**config.mk**
```make
export PLATFORM = sky130hd
export DESIGN_NAME = prog_loader
export DESIGN_NICKNAME = d
export VERILOG_FILES = /design/src/rtl/prog_loader.sv
export SDC_FILE = /design/constraint.sdc
export NUM_CORES = 1
export LEC_CHECK = 0
export ABC_CLOCK_PERIOD_IN_PS = 3850
export CAP_MARGIN = 30
export CORE_MARGIN = 1
export CORE_UTILIZATION = 40
export CTS_BUF_LIST = sky130_fd_sc_hd__clkbuf_4 sky130_fd_sc_hd__clkbuf_8
export DETAILED_ROUTE_END_ITERATION = 10
export HOLD_SLACK_MARGIN = 0.1
export REMOVE_ABC_BUFFERS = 1
export SETUP_SLACK_MARGIN = 0.4
export SLEW_MARGIN = 0
export SYNTH_ARGS = -nofsm -noshare
export SYNTH_HDL_FRONTEND = slang
export SYNTH_SLANG_ARGS = --single-unit
```
**constraint.sdc**
```tcl
create_clock -name clk -period 3.85 [get_ports clk]
set_clock_uncertainty 0.15 [all_clocks]
set_input_delay 0.77 -clock clk [delete_from_list [all_inputs] [get_ports clk]]
set_output_delay 0.77 -clock clk [all_outputs]
set_load 0.01 [all_outputs]
```
**src/rtl/prog_loader.sv**
```systemverilog
// Purpose : streams a length-prefixed program image from the flash reader into program RAM, holding the CPU in reset meanwhile.
// Latency : one cycle from an accepted DATA byte to its mem_we/mem_addr/mem_wdata write strobe.
// Backpressure: byte_ready is high only in LEN/DATA/CSUM; a low byte_valid stalls the FSM with no change. Option macro: LOADER_CSUM_EN.
module prog_loader #(
    parameter logic [7:0] BASE_ADDR = 8'h00
) (
    input  logic       clk,
    input  logic       rst_n,
    input  logic       start,
    input  logic [7:0] byte_in,
    input  logic       byte_valid,
    output logic       byte_ready,
    output logic       mem_we,
    output logic [7:0] mem_addr,
    output logic [7:0] mem_wdata,
    output logic       cpu_hold,
    output logic       load_done,
    output logic       load_err
);

    typedef enum logic [2:0] {
        IDLE = 3'd0,
        LEN  = 3'd1,
        DATA = 3'd2,
        CSUM = 3'd3,
        DONE = 3'd4,
        ERR  = 3'd5
    } state_t;

    state_t     state;
    state_t     state_nxt;
    logic [7:0] cur_addr;
    // 9 bits so that a length byte of 0 can stand for 256 data bytes
    logic [8:0] remaining;
    logic       accept;
    logic       last_data;
`ifdef LOADER_CSUM_EN
    logic [7:0] run_sum;
    logic       load_err_r;
`endif

    assign accept    = byte_valid && byte_ready;
    assign last_data = (remaining == 9'd1);

`ifdef LOADER_CSUM_EN
    assign load_err = load_err_r;
`else
    // without checksum checking a load can never fail
    assign load_err = 1'b0;
`endif

    // state register
    always_ff @(posedge clk or negedge rst_n) begin
        if (!rst_n) begin
            state <= IDLE;
        end else begin
            state <= state_nxt;
        end
    end

    // next-state and handshake decode
    always_comb begin
        state_nxt  = state;
        byte_ready = 1'b0;
        case (state)
            IDLE, DONE, ERR: begin
                if (start) begin
                    state_nxt = LEN;
                end
            end
            LEN: begin
                byte_ready = 1'b1;
                if (accept) begin
                    state_nxt = DATA;
                end
            end
            DATA: begin
                byte_ready = 1'b1;
                if (accept && last_data) begin
`ifdef LOADER_CSUM_EN
                    state_nxt = CSUM;
`else
                    state_nxt = DONE;
`endif
                end
            end
            CSUM: begin
                byte_ready = 1'b1;
`ifdef LOADER_CSUM_EN
                if (accept) begin
                    state_nxt = (byte_in == run_sum) ? DONE : ERR;
                end
`endif
            end
            default: begin
                state_nxt = IDLE;
            end
        endcase
    end

    // datapath: address/count/sum bookkeeping, write strobe and status flags
    always_ff @(posedge clk or negedge rst_n) begin
        if (!rst_n) begin
            mem_we     <= 1'b0;
            mem_addr   <= 8'h00;
            mem_wdata  <= 8'h00;
            cpu_hold   <= 1'b0;
            load_done  <= 1'b0;
            cur_addr   <= 8'h00;
            remaining  <= 9'd0;
`ifdef LOADER_CSUM_EN
            run_sum    <= 8'h00;
            load_err_r <= 1'b0;
`endif
        end else begin
            // write strobe is a single-cycle pulse per accepted DATA byte
            mem_we <= 1'b0;
            case (state)
                IDLE, DONE, ERR: begin
                    if (start) begin
                        cpu_hold   <= 1'b1;
                        load_done  <= 1'b0;
                        cur_addr   <= BASE_ADDR;
`ifdef LOADER_CSUM_EN
                        run_sum    <= 8'h00;
                        load_err_r <= 1'b0;
`endif
                    end
                end
                LEN: begin
                    if (accept) begin
                        remaining <= {(byte_in == 8'h00), byte_in};
                    end
                end
                DATA: begin
                    if (accept) begin
                        mem_we    <= 1'b1;
                        mem_addr  <= cur_addr;
                        mem_wdata <= byte_in;
                        // natural 8-bit overflow gives the FF -> 00 wrap
                        cur_addr  <= cur_addr + 8'd1;
                        remaining <= remaining - 9'd1;
`ifdef LOADER_CSUM_EN
                        run_sum   <= run_sum + byte_in;
`else
                        if (last_data) begin
                            load_done <= 1'b1;
                            cpu_hold  <= 1'b0;
                        end
`endif
                    end
                end
                CSUM: begin
`ifdef LOADER_CSUM_EN
                    if (accept) begin
                        if (byte_in == run_sum) begin
                            load_done <= 1'b1;
                            cpu_hold  <= 1'b0;
                        end else begin
                            // CPU stays held so a corrupt image never runs
                            load_err_r <= 1'b1;
                        end
                    end
`endif
                end
                default: begin
                end
            endcase
        end
    end

endmodule
```
==> metrics, run 1 <==
Pre-Repair DR Iteration Count 4; Slew headroom 41.5%; CTS tree built; syn avg cell area 10.5 sq um; Post-synth EDFFs 0; DP Worst Slack 1.04 ns; commonest non-fill, non-tap cells in the layout dfrtp_1 (39), clkdlybuf4s50_1 (30), nor2_1 (16), o21ai_0 (16), mux2_2 (14); Core Area 0.00469 sq mm; max-slew violation count 0; crit start category input port; Reg power frac 42.2%; post-CTS setup repair buffer count 0; unrepaired setup endpoints after global routing false; Max FO, Critical Path 15; Hold Buf Count CTS 0; Clk pwr share 18.6%; CTS buffer count 5; final antenna-violating net count 0; Bufs and invs on worst path 3; CP max stage cell clkdlybuf4s50_1; Clk pin slew, worst setup/hold paths 0.07 ns; # port buffers 31; clk root buf clkbuf_8; post-CTS sizing 0; final worst path period share 65.7%; maximum vdd drop 0.000323 V; worst-margin pin slew 0.877 ns; Final Hold Vio Count 0; clk_lat worst skew 0.30 ns; first-pass GRT wire length 6930 um; Via density 5.65; Psw 591 uW; Crit path max-delay family buffers and inverters; # setup viols final 0; die footprint 0.00516 sq mm; Max Cap Viol 0; layout cells sized above 1 13.4%; GR Util met1 25.0%; Rows 25; Multi-input gate area 871 sq um; Tmin final 2.53 ns; height of the die 71.8 um; Achievable Freq 0.396 GHz; global route hottest layer met2; Die Width 71.8 um; vias in the first global route 1409; Starting Density 41.6%; library cells used by synthesis 48; initial antenna violation count 0; post-route setup TNS 0 ns; Synth Warn # 0; combinational power share 39.1%; Layout area overhead 21.7%; Main synth FF type dfrtp_1; Ports 33; drt first-iter violations 113; Critical Path Max Stage Delay 0.61 ns; outcome finished clean; DRC 0; Fillers 430; grt total ovfl 0; commonest non-fill, non-tap cell in the layout dfrtp_1; Yosys reg bits 39; power per cell area 707 mW/mm^2; Syn Inst Count 186; clk sinks 39; Nets 231; hold slack 0.345 ns; post-synthesis sequential area ratio 50.0%; Cell Int Power 1.09 mW; critical path data required time 3.92 ns; Sw Ratio 35.2%; GRT met2 Usage 26.2%; crit path DAT 2.59 ns; met3 Usage GRT 4.64%; PnR worst setup slack 1.32 ns; LEAKAGE 1.00 nW; ANT cells 0; gpl congestion 0.795; flip-flop and latch area 976 sq um; kind of critical path input port to register; Post-Syn Area 0.00195 sq mm; cells along the critical path clkdlybuf4s50_1 -> nand4bb_1 -> buf_4 -> inv_6 -> a21oi_4 -> or4_1 -> a21oi_1; total track usage 17.7%; hold crit path type register to register; final WL 4240 um; via count 1531; ys async rst share 100%; clock buffer depth 2; DR WL/cell 15.7 um; post-DP HPWL 2960 um; CP endpoint kind register; H-tree Lvls 2; largest net degree at the start of global routing 40
## layer usage
layer | share of wire [%] | wire [um]
met1 | 50 | 2100
met2 | 46 | 1950
met3 | 3.1 | 133
met4 | 1.4 | 61
met5 | 0 | 0
## synth_stat cells (all sizes together), types with 3 or more instances
cell	n	area share [%]
nor2	16	3.1
dfrtp	39	50
and3	3	0.96
nor4	3	0.96
o211ai	3	1.2
mux2	14	8.1
and2	3	0.96
nand2	9	1.7
nand3	9	2.3
buf	8	3.1
ha	3	1.9
a21oi	9	2.9
or4	3	1.2
nor3	3	0.77
inv	8	1.8
o21ai	16	4.1
## registers in the layout, indices dropped and copies added (netlist names)
| name | flops |
|---|---|
| cpu_hold | 1 |
| mem_we | 1 |
| cur_addr | 8 |
| state | 3 |
| mem_addr | 8 |
| mem_wdata | 8 |
| load_done | 1 |
| remaining | 9 |
## layout make-up
cell class	count	area share, %
flip-flops and latches	39	41.1
inverters	8	1.48
multi-input cells	129	36.7
clock buffers	8	4.38
well taps	54	2.85
repair buffers	33	13.5
## kinds of logic after synthesis
group	count (synthesis)	synth area share, %
buf+inv	18	5.32
fa+ha+maj	3	1.92
xor+xnor	3	1.35
other cells	1	0.192
mux	15	8.60
compound gates	47	16.0
flops	39	50.0
simple gates	60	16.5
## power groups by stage
stage / clock network (mW) / logic [mW] / registers, mW
CTS: 0.320 / 0.663 / 0.709
floorplan: 0 / 0.349 / 0.724
global placement: 0 / 0.642 / 0.703
global route: 0.336 / 0.721 / 0.737
detailed placement: 0 / 0.661 / 0.716
finish: 0.313 / 0.657 / 0.709
## worst paths after layout
kind	to	cells past startpoint	slack [ns]	startpoint
setup / recovery	cur_addr[7]$_DFFE_PN0P_	7	1.32	byte_valid
hold / removal	cpu_hold$_DFFE_PN0P_	1	0.34	cpu_hold$_DFFE_PN0P_
setup reg to reg	cur_addr[7]$_DFFE_PN0P_	6	1.80	state[1]$_DFFE_PN0P_
hold reg to reg	cpu_hold$_DFFE_PN0P_	1	0.34	cpu_hold$_DFFE_PN0P_
max in group asynchronous	remaining[5]$_DFFE_PN0P_	1	2.56	rst_n
min in group asynchronous	remaining[6]$_DFFE_PN0P_	1	0.44	rst_n
## stage by stage
stage | util (%) | power, mW | cell area [sq um] | cells
3_3_place_gp | 48.4 | 1.35 | 2270 | 263
4_1_cts | 50.6 | 1.69 | 2370 | 271
3_5_place_dp | 48.4 | 1.38 | 2270 | 263
2_1_floorplan | - | 1.07 | 1880 | 176
5_1_grt | 50.6 | 1.79 | 2370 | 271
6_report | 50.6 | 1.68 | 2370 | 271
Power figures use the tool's default switching activity.
==> run 2, diff against run 1 <==
ABC_CLOCK_PERIOD_IN_PS = 2400   (was 3850)
clock period = 2.4 ns   (was 3.85 ns; I/O delays follow)
==> metrics, run 2 (synthesis results as in run 1) <==
layout cells sized above 1 17.9%; Fillers 411; crit start category input port; Hold Path End mem_addr[3]$_DFFE_PN0P_; power per cell area 1130 mW/mm^2; DR WL/cell 14.7 um; outcome finished clean; maximum vdd drop 0.000497 V; Worst Hold Depth 2; Biggest register remaining; Slew headroom 64.9%; Critical Path Max Stage Delay 0.50 ns; kind of critical path input port to register; total track usage 17.2%; commonest non-fill, non-tap cell in the layout dfrtp_1; clock buffer depth 2; Via density 5.51; Core Area 0.00469 sq mm; Pre-Repair DR Iteration Count 4; Achievable Freq 0.516 GHz; largest net degree at the start of global routing 40; CP max stage cell or4_1; Layout area overhead 26.2%; initial antenna violation count 0; H-tree Lvls 2; post-DP HPWL 2780 um; max reg flops 9; height of the die 71.8 um; final antenna-violating net count 0; critical path data required time 2.49 ns; post-route setup TNS 0 ns; worst-margin pin slew 0.522 ns; Final Hold Vio Count 0; drt first-iter violations 73; CTS tree built; vias in the first global route 1411; DRC 0; cells along the critical path clkdlybuf4s50_1 -> and2b_2 -> and2_0 -> or4_1 -> nand2_1; # port buffers 31; Nets 237; crit path DAT 2.03 ns; Starting Density 41.6%; # setup viols final 0; final worst path period share 80.8%; final WL 4070 um; Die Width 71.8 um; ANT cells 0; Rows 25; hold slack 0.334 ns; grt total ovfl 0; LEAKAGE 1.04 nW; Clk pin slew, worst setup/hold paths 0.08 ns; hold crit path type register to register; Hold Crit Start mem_addr[3]$_DFFE_PN0P_; CP endpoint kind register; clk root buf clkbuf_8; capture point of the worst reg-to-reg path cur_addr[4]$_DFFE_PN0P_; Ports 33; Max FO, Critical Path 6; CTS buffer count 5; die footprint 0.00516 sq mm; Max Cap Viol 0; FF-to-FF path depth 5; RR Startpoint state[1]$_DFFE_PN0P_; first-pass GRT wire length 6730 um; max-slew violation count 0; clk sinks 39; via count 1525; gpl congestion 0.785; R2R setup slack 0.53 ns; unrepaired setup endpoints after global routing true; Tmin final 1.94 ns; clk_lat worst skew 0.29 ns; commonest non-fill, non-tap cells in the layout dfrtp_1 (36), clkdlybuf4s50_1 (29), nor2_1 (16), o21ai_0 (16), mux2_2 (14)
==> run 2: per-stage QoR <==
step                utilization (%)  std cells  instance area (sq um)  total power, mW  setup WS (ns)
floorplan                         -        176                   1880             1.72        -0.0548
global placement               48.7        265                   2280             2.16          0.106
detailed placement             48.7        265                   2280             2.19         0.0742
CTS                            52.3        277                   2450             2.80          0.444
global route                   52.5        277                   2460             2.99          0.374
finish                         52.5        277                   2460             2.78          0.462
==> run 2: power breakdown <==
group | internal (mW) | total (mW) | leakage (nW) | switching, mW
Clock | 0.336 | 0.571 | 0.0612 | 0.235
Sequential | 0.909 | 1.12 | 0.483 | 0.211
Combinational | 0.587 | 1.09 | 0.493 | 0.506
Total | 1.83 | 2.78 | 1.04 | 0.952
==> run 2: worst max path at each step <==
stage               cells past startpoint                       end                 start  slack (ns)
global placement                        5   cur_addr[5]$_DFFE_PN0P_            byte_valid        0.11
floorplan                               5   cur_addr[7]$_DFFE_PN0P_  state[0]$_DFFE_PN0P_       -0.05
finish                                  5   cur_addr[4]$_DFFE_PN0P_                 start        0.46
detailed placement                      6   cur_addr[7]$_DFFE_PN0P_            byte_valid        0.07
CTS                                     4  remaining[8]$_DFFE_PN0P_  state[1]$_DFFE_PN0P_        0.44
global route                            5  remaining[2]$_DFFE_PN0P_            byte_valid        0.37
==> run 2: final cells by class <==
type | instances | area [sq um] | area share (%)
Sequential cell | 39 | 980 | 39.8
Multi-Input combinational cell | 129 | 896 | 36.4
Timing Repair Buffer | 39 | 367 | 14.9
Clock buffer | 6 | 82.6 | 3.35
Tap cell | 54 | 67.6 | 2.74
Clock inverter | 2 | 35.0 | 1.42
Inverter | 8 | 35.0 | 1.42
==> run 2: what timing repair did <==
action	CTS	global route
hold buffers	1	0
setup buffers	3	0
setup endpoints to repair	3	7
resized for setup	5	3
hold endpoints to repair	27	0
cloned	0	0
==> run 2: routing by layer <==
| metal | GRT usage [%] | up-vias | share of wire, % |
|---|---|---|---|
| li1 | - | 753 | - |
| met1 | 24.2 | 729 | 50 |
| met2 | 24.6 | 39 | 45 |
| met3 | 4.92 | 4 | 4.8 |
| met4 | 7.41 | 0 | 0.76 |
| met5 | 0 | - | 0 |
==> run 2: worst max-delay path: cells and delay by family <==
| family | cells | cell delay, ns |
|---|---|---|
| AND/OR/NAND/NOR | 4 | 1.06 |
| buffers and inverters | 1 | 0.48 |
